<file path="config.mk">
export PLATFORM = sky130hd
export DESIGN_NAME = display_scan_flat
export DESIGN_NICKNAME = d
export VERILOG_FILES = /design/src/rtl/display_scan_if.sv /design/src/rtl/display_scan.sv /design/src/flat_wrapper.sv
export SDC_FILE = /design/constraint.sdc
export NUM_CORES = 1
export LEC_CHECK = 0
export CORE_MARGIN = 4
export CORE_UTILIZATION = 46
export DETAILED_ROUTE_END_ITERATION = 12
export GPL_ROUTABILITY_DRIVEN = 0
export HOLD_SLACK_MARGIN = 0.12
export PLACE_DENSITY_LB_ADDON = 0.12
export SETUP_SLACK_MARGIN = 0.4
export SYNTH_ARGS = -nofsm -noshare
export SYNTH_HDL_FRONTEND = slang
export SYNTH_HIERARCHICAL = 1
export SYNTH_SLANG_ARGS = --single-unit
</file>
<file path="constraint.sdc">
create_clock -name iClk -period 2.31 [get_ports iClk]
set_input_delay 0.231 -clock iClk [delete_from_list [all_inputs] [get_ports iClk]]
set_output_delay 0.231 -clock iClk [all_outputs]
set_load 0.1 [all_outputs]
</file>
<file path="src/rtl/display_scan_if.sv">
// Bus bundle between a host and the display_scan controller.
// Input names keep the i/o prefixes the board-level netlist expects.
interface display_scan_if;
    logic [31:0] iData;
    logic        iLoad;
    logic        iEn;
    logic        iLzb;
    logic [7:0]  oSel;
    logic [6:0]  oSeg;
    logic        oPending;
    logic        oFrame;

    // Host side: supplies value/control, observes the scan outputs.
    modport master (
        output iData, iLoad, iEn, iLzb,
        input  oSel, oSeg, oPending, oFrame
    );

    // Controller side.
    modport slave (
        input  iData, iLoad, iEn, iLzb,
        output oSel, oSeg, oPending, oFrame
    );
endinterface

</file>
<file path="src/rtl/display_scan.sv">
// Eight-digit seven-segment scan controller with a double-buffered value.
// A shadow register takes host loads; the display register is refreshed
// only when digit 7 is driven, so a frame never mixes old and new digits.

// Hex nibble to active-low segment code, bit order {g,f,e,d,c,b,a}.
module display7 (
    input  logic [3:0] iData,
    output logic [6:0] oData
);
    // Pure lookup, one code per hex value.
    always_comb begin
        oData = 7'b1111111;
        case (iData)
            4'h0: oData = 7'b1000000;
            4'h1: oData = 7'b1111001;
            4'h2: oData = 7'b0100100;
            4'h3: oData = 7'b0110000;
            4'h4: oData = 7'b0011001;
            4'h5: oData = 7'b0010010;
            4'h6: oData = 7'b0000010;
            4'h7: oData = 7'b1111000;
            4'h8: oData = 7'b0000000;
            4'h9: oData = 7'b0010000;
            4'hA: oData = 7'b0001000;
            4'hB: oData = 7'b0000011;
            4'hC: oData = 7'b1000110;
            4'hD: oData = 7'b0100001;
            4'hE: oData = 7'b0000110;
            4'hF: oData = 7'b0001110;
            default: oData = 7'b1111111;
        endcase
    end
endmodule

module display_scan #(
    parameter int         DIV   = 50000,
    parameter logic [6:0] BLANK = 7'b1111111
) (
    input  logic          iClk,
    input  logic          iRst_n,
    display_scan_if.slave bus
);
    // Prescaler needs at least one bit even when DIV is 1.
    localparam int            PW   = (DIV > 1) ? $clog2(DIV) : 1;
    localparam logic [PW-1:0] PMAX = PW'(DIV - 1);

    logic [PW-1:0] pcnt;
    logic [2:0]    idx;
    logic [31:0]   shadow;
    logic [31:0]   disp;
    logic [7:0]    sel;
    logic [6:0]    seg;
    logic          pending;
    logic          frame;

    logic          tick;
    logic          commit;
    logic [3:0]    nib;
    logic [6:0]    dec;
    logic [7:0]    blank;

    // A slot ends when the prescaler reaches its last count while enabled;
    // the slot that drives digit 7 is also the frame boundary.
    assign tick   = bus.iEn && (pcnt == PMAX);
    assign commit = tick && (idx == 3'd7);

    // Single shared decoder fed with the nibble of the digit about to be shown.
    assign nib = disp[{idx, 2'b00} +: 4];

    display7 u_display7 (
        .iData (nib),
        .oData (dec)
    );

    // Leading-zero mask: walking down from digit 7, a digit stays blank
    // while it and every digit above it are zero. Digit 0 always shows.
    always_comb begin
        logic run;
        run   = 1'b1;
        blank = '0;
        for (int k = 7; k >= 1; k--) begin
            run      = run && (disp[4*k +: 4] == 4'h0);
            blank[k] = run && bus.iLzb;
        end
    end

    // Prescaler and digit pointer; both freeze at a known point while disabled.
    always_ff @(posedge iClk or negedge iRst_n) begin
        if (!iRst_n) begin
            pcnt <= '0;
            idx  <= 3'd0;
        end else if (!bus.iEn) begin
            pcnt <= '0;
        end else if (tick) begin
            pcnt <= '0;
            idx  <= idx + 3'd1;
        end else begin
            pcnt <= pcnt + PW'(1);
        end
    end

    // Select and segment code are registered together so they always switch
    // on the same edge; disabled scan drives every digit off.
    always_ff @(posedge iClk or negedge iRst_n) begin
        if (!iRst_n) begin
            sel <= 8'hFF;
            seg <= BLANK;
        end else if (!bus.iEn) begin
            sel <= 8'hFF;
            seg <= BLANK;
        end else if (tick) begin
            sel <= ~(8'b1 << idx);
            seg <= blank[idx] ? BLANK : dec;
        end
    end

    // Double buffer: loads land in shadow; disp is swapped at the commit.
    // A load on the commit edge bypasses shadow so it is not lost a frame.
    always_ff @(posedge iClk or negedge iRst_n) begin
        if (!iRst_n) begin
            shadow  <= '0;
            disp    <= '0;
            pending <= 1'b0;
        end else begin
            if (bus.iLoad) begin
                shadow <= bus.iData;
            end
            if (commit) begin
                disp    <= bus.iLoad ? bus.iData : shadow;
                pending <= 1'b0;
            end else if (bus.iLoad) begin
                pending <= 1'b1;
            end
        end
    end

    // Frame strobe lines up with the edge that drives digit 7.
    always_ff @(posedge iClk or negedge iRst_n) begin
        if (!iRst_n) begin
            frame <= 1'b0;
        end else begin
            frame <= commit;
        end
    end

    assign bus.oSel     = sel;
    assign bus.oSeg     = seg;
    assign bus.oPending = pending;
    assign bus.oFrame   = frame;
endmodule

</file>
<file path="src/flat_wrapper.sv">
// flat-port wrapper written by rule: the top's interface ports become plain ports
module display_scan_flat 
#(
    parameter int         DIV   = 50000,
    parameter logic [6:0] BLANK = 7'b1111111
)
  (iClk, iRst_n, bus_iData, bus_iLoad, bus_iEn, bus_iLzb, bus_oSel, bus_oSeg, bus_oPending, bus_oFrame);
  display_scan_if bus_i ();
  input  logic iClk;
  input  logic iRst_n;
  input wire logic [$bits(bus_i.iData)-1:0] bus_iData;
  input wire logic [$bits(bus_i.iLoad)-1:0] bus_iLoad;
  input wire logic [$bits(bus_i.iEn)-1:0] bus_iEn;
  input wire logic [$bits(bus_i.iLzb)-1:0] bus_iLzb;
  output wire logic [$bits(bus_i.oSel)-1:0] bus_oSel;
  output wire logic [$bits(bus_i.oSeg)-1:0] bus_oSeg;
  output wire logic [$bits(bus_i.oPending)-1:0] bus_oPending;
  output wire logic [$bits(bus_i.oFrame)-1:0] bus_oFrame;
  assign bus_i.iData = bus_iData;
  assign bus_i.iLoad = bus_iLoad;
  assign bus_i.iEn = bus_iEn;
  assign bus_i.iLzb = bus_iLzb;
  assign bus_oSel = bus_i.oSel;
  assign bus_oSeg = bus_i.oSeg;
  assign bus_oPending = bus_i.oPending;
  assign bus_oFrame = bus_i.oFrame;
  display_scan #(.DIV(DIV), .BLANK(BLANK)) u_core (.iClk(iClk), .iRst_n(iRst_n), .bus(bus_i));
endmodule
</file>
# Word-level counts from Yosys, hierarchy flattened
# Memories as Yosys holds them, arrays and structs flattened.
# Index checks and enable logic that the tools add are counted.
# Widths: inputs -> output; s select.
# word_totals
reg_bits	100
rom_bits	112
inputBits	37
wordCells	54
memories	1
# classes
add_sub_neg	2
n_lt_le_gt_ge	1
eq_ne	3
shift	2
n_mux	12
n_bitwise	1
reduce_logical	24
# mem_list
name	depth	word_bits	rd	rd_ports_with_merged_regs	write_ports	line	rtl
(no name shown)	16	7	1	0	0	display_scan.sv:13	case (iData)
# op_table
cell	n
$mux 16	2
$mux 32	1
$shiftx 32x6->4	1
$logic_not 4->1	7
$mux 7	3
$add 16x1->16 const B	1
$eq 16x16->1 const B	1
$mux 8	2
$logic_and 1x1->1	15
$not 8->8	1
$shl 1x3->8 const A	1
$lt 3x4->1 const B	1
$add 3x1->3 const B	1
$bmux 1 s3	1
$eq 3x3->1 const B	1
$mux 1	3
$ne 2x1->1 const B	1
$reduce_and 2->1	1
$reduce_bool 2->1	1

# Longest topological paths before layout
# depth
word_depth	13
depth_mapped	10

# Hierarchy
# Netlist, hierarchy kept.
# by_module_without_submodules
module	instances	cells_each	area_each_um2	seq_area_each_um2
display_scan	1	316	4474.3	2521.2
display7	1	33	274.0	0.0

# Worst setup path after synthesis
# Ideal clock, no wire load.
# synth_timing
path_type	reg-to-reg
from	register u_core.idx[0]
to	register u_core.seg[3] (netlist: u_core/bus.oSeg[3])
setup_ns	0.078
arrival_time_ns	2.325
required_ns	2.232
setup_slack_ns	-0.093
path_stages_with_launch	10
path_cell_list	dfrtp_1 buf_2 mux4_2 nand2_1 nand2_1 inv_1 ha_1 inv_1 mux4_1 o22a_2
# synth_between
elab_chain_cells	5
elab_cells_between_ends	7
# synth_lines
element	line	rtl
start: declaration	display_scan.sv:48	logic [2:0] idx;
start signal: assignment	display_scan.sv:96	idx <= idx + 3'd1;
$shiftx 32x6->4	display_scan.sv:68	assign nib = disp[{idx, 2'b00} +: 4];
net u_core.nib[0]	display_scan.sv:58	logic [3:0] nib;
$mem_v2 16x7	n/a	
net u_core.dec[3]	display_scan.sv:59	logic [6:0] dec;
$mux 7	display_scan.sv:113	seg <= blank[idx] ? BLANK : dec;
$mux 7	display_scan.sv:111	end else if (tick) begin
$mux 7	display_scan.sv:108	end else if (!bus.iEn) begin
end signal: assignment	display_scan.sv:113	
end: declaration	display_scan.sv:52	logic [6:0] seg;
# The timed path passes the listed nets, and every way through them passes these cells. The select of a mux whose other input is x is not followed.
# A chain may end at the register's enable or synchronous reset.

# Worst setup path after layout
# Ends and elaborated chain as after synthesis.

==> summary.txt <==
Routing
  • First drt pass iteration count: 4
  • Vias: 3,071
  • Average wire per standard cell: 17.3 um
  • Final wirelength: 10.0 mm
  • DRC: 0
  • Routed Antenna Nets: 0
  • Via density: 5.29
  • Number of DRC markers in iteration 0: 220

Finish
  • Fin nets: 493
  • Fillcell total: 756
  • Post-Layout Cell Count: 580
  • Register area: 2520 um2
  • Multi-input logic area: 2350 um2
  • Area grow syn2layout: 33.7%
  • Share of layout cells above drive strength 1: 0.521
  • # diodes: 0

Floorplan
  • Core Rows: 36
  • DIE AREA: 12,000 um2
  • CORE AREA: 9910 um2
  • Die H: 110 um
  • Starting density of the core: 0.479
  • Die width: 110 um
  • Ports: 54

Yosys
  • Async SR Flop Fraction: 1.00
  • Top cell type's share of synthesized area: 0.448
  • Count leader, synth: dfrtp_1
  • Syn Area/Cell: 13.6 um2
  • Area contributors post-synth: dfrtp_1, mux2_4, dfstp_2
  • Post-synth top flop: dfrtp_1
  • Flops & latches, synth: 100
  • Count of flip-flops with a built-in enable after synthesis: 0
  • Syn_nets: 400
  • Synthesized area: 4750 um2
  • Synth top cells by count: dfrtp_1, mux2_2, nor2_1
  • Synth warnings: 6
  • Post-synth top area cell: dfrtp_1
  • Post-synthesis sequential area ratio: 0.531
  • Synthesized instance count: 349
  • Synth unique cells: 44

Global routing
  • Total track usage: 0.177
  • GRT overflow: 0
  • Pin count of the biggest net entering global routing: 40
  • First-pass GRT wire length: 16.2 mm
  • Antenna violations before repair: 0
  • Number of global-route vias before repair: 3,107

STA
  • Fmax achieved: 0.458 GHz
  • Hold WS: 378 ps
  • Max-slew violations: 0
  • Final worst slack: 126 ps
  • Fin crit share: 0.946
  • Sum of negative setup slack: 0 ps
  • Slew HR: 0.599
  • Final setup vio count: 0
  • Clock skew: 11.3 ps
  • Final Hold Viols: 0
  • Actual slew at the worst max-slew pin: 597 ps
  • Min Tclk post-route: 2180 ps
  • RSZ-0062 raised after global routing: true

Clocking
  • CTS tree: done
  • CTS buffer count: 9
  • Clk sinks: 100
  • Clock latency on the worst-skew pair: 370 ps
  • H-tree depth: 3
  • Max clock buf depth: 2
  • CTS clk-pin slew, worst paths: 100 ps
  • CTS root buffer: clkbuf_8

Place
  • Number of port buffers: 53
  • Inst Count DP: 530
  • Post-place setup slack: -38.3 ps
  • Detailed placement HPWL: 6.23 mm

Pwr
  • Overall power: 0.00314 W
  • Lkg Pwr: 2.81 nW
  • Pwr Density: 495 nW/um2
  • Peak supply drop: 0.331 mV

Worst setup path
  • Critical path's slowest cell: mux4_2
  • CP startpoint kind: register
  • Reg2Reg Depth: 9
  • CP Class: register to register
  • CP max stage delay: 510 ps
  • Worst Path Arrival: 2490 ps
  • Most Frequent Cell on Critical Path: mux4_2
  • CP Cell Sequence: buf_12, mux4_2, nand2_2, nand2_4, inv_4, ha_4, inv_2, mux4_2, o22a_2
  • Req. time, crit path: 2620 ps
  • CP endpoint kind: register
  • Crit path max fanout: 5

Job
  • Max-cap viol count: 0

Outcome
  • Outcome: complete, no violations

Worst hold path
  • Worst min-delay path category: primary input to async pin
-- final cells by class --
| class | count | area share |
|---|---|---|
| clock buffer | 10 | 0.0217 |
| sequential | 100 | 0.398 |
| multi-input combinational | 223 | 0.370 |
| tap | 133 | 0.0262 |
| timing repair buffer | 98 | 0.170 |
| clock inverter | 6 | 0.00729 |
| inverter | 10 | 0.00709 |
-- registers in the layout (all words and copies together), names as in the netlist --
name and cells:
u_core/bus.oFrame 1, u_core/bus.oPending 1, u_core/bus.oSeg 7, u_core/bus.oSel 8
u_core/disp 32, u_core/idx 3, u_core/pcnt 16, u_core/shadow 32
-- power breakdown --
group,leakage (nW),switching [W],internal [W],total [W]
Combinational,1.47,0.000115,0.000146,0.000261
Clock,0.0893,0.000627,0.000429,0.00106
Sequential,1.25,0.0000177,0.00181,0.00183
-- through the flow --
stage	utilization	area, um2
after global routing	0.641	6350
after detailed placement	0.549	5440
after floorplan	-	4780
after global placement	0.549	5440
after CTS	0.614	6080
final	0.641	6350
-- worst paths after layout --
check / from / slack (ps) / to
max in group asynchronous: iRst_n / 1290 / u_core/bus.oSeg[1]$_DFFE_PN1P_
max: u_core/idx[0]$_DFFE_PN0P_ / 130 / u_core/bus.oSeg[3]$_DFFE_PN1P_
min in group iClk: bus_iData[20] / 480 / u_core/shadow[20]$_DFF_PN0_
min reg2reg: u_core/pcnt[0]$_DFF_PN0_ / 480 / u_core/pcnt[0]$_DFF_PN0_
max reg2reg: u_core/idx[0]$_DFFE_PN0P_ / 130 / u_core/bus.oSeg[3]$_DFFE_PN1P_
min: iRst_n / 380 / u_core/pcnt[8]$_DFF_PN0_
-- cell families after synthesis --
| kind of cell | synth area share |
|---|---|
| flip-flops | 0.531 |
| adder cells (fa/ha/maj) | 0.0369 |
| AO/OA/AOI/OAI | 0.0477 |
| buffers and inverters | 0.0327 |
| XOR/XNOR | 0.0277 |
| multiplexers | 0.230 |
| AND/OR/NAND/NOR | 0.0943 |
-- layer usage --
layer | track usage | vias up | wire [um]
met3 | 0.0417 | 18 | 438
met1 | 0.239 | 1546 | 4510
met2 | 0.283 | 82 | 4900
met5 | 0 | - | 0
li1 | - | 1425 | -
met4 | 0.0588 | 0 | 192
-- worst max-delay path, delay by kind of cell, from the launching register on --
family	cells	cell delay [ps]
adder cells (fa/ha/maj)	1	130
AND/OR/NAND/NOR	2	200
multiplexers	2	950
buffers and inverters	3	250
flip-flops	1	390
AO/OA/AOI/OAI	1	190
-- cell usage in the layout (no fill, tap or decap), types with 6 or more instances in the layout --
cell type        count
xnor2_1              7
buf_4               39
ha_1                10
xor2_1               7
nand3_1              6
nor4_1               6
dfstp_2             15
nor2_1              13
dfrtp_1             82
mux2_4              30
mux4_2               9
buf_6                8
clkdlybuf4s50_1     35
mux2_2              35
buf_16               7
nor2_4              19
nand2_1             12
o22a_2               7
clkbuf_8            10
-- repair_timing --
item / 4_1_cts / 5_1_grt
hold buffers: 1 / 0
setup endpoints to repair: 48 / 67
gates cloned: 6 / 1
endpoints found under the hold margin: 33 / 0
gates resized for setup: 42 / 49
buffers inserted: 16 / 10
pin swaps: 6 / 18
No activity file was read; power rests on OpenSTA's default activity.
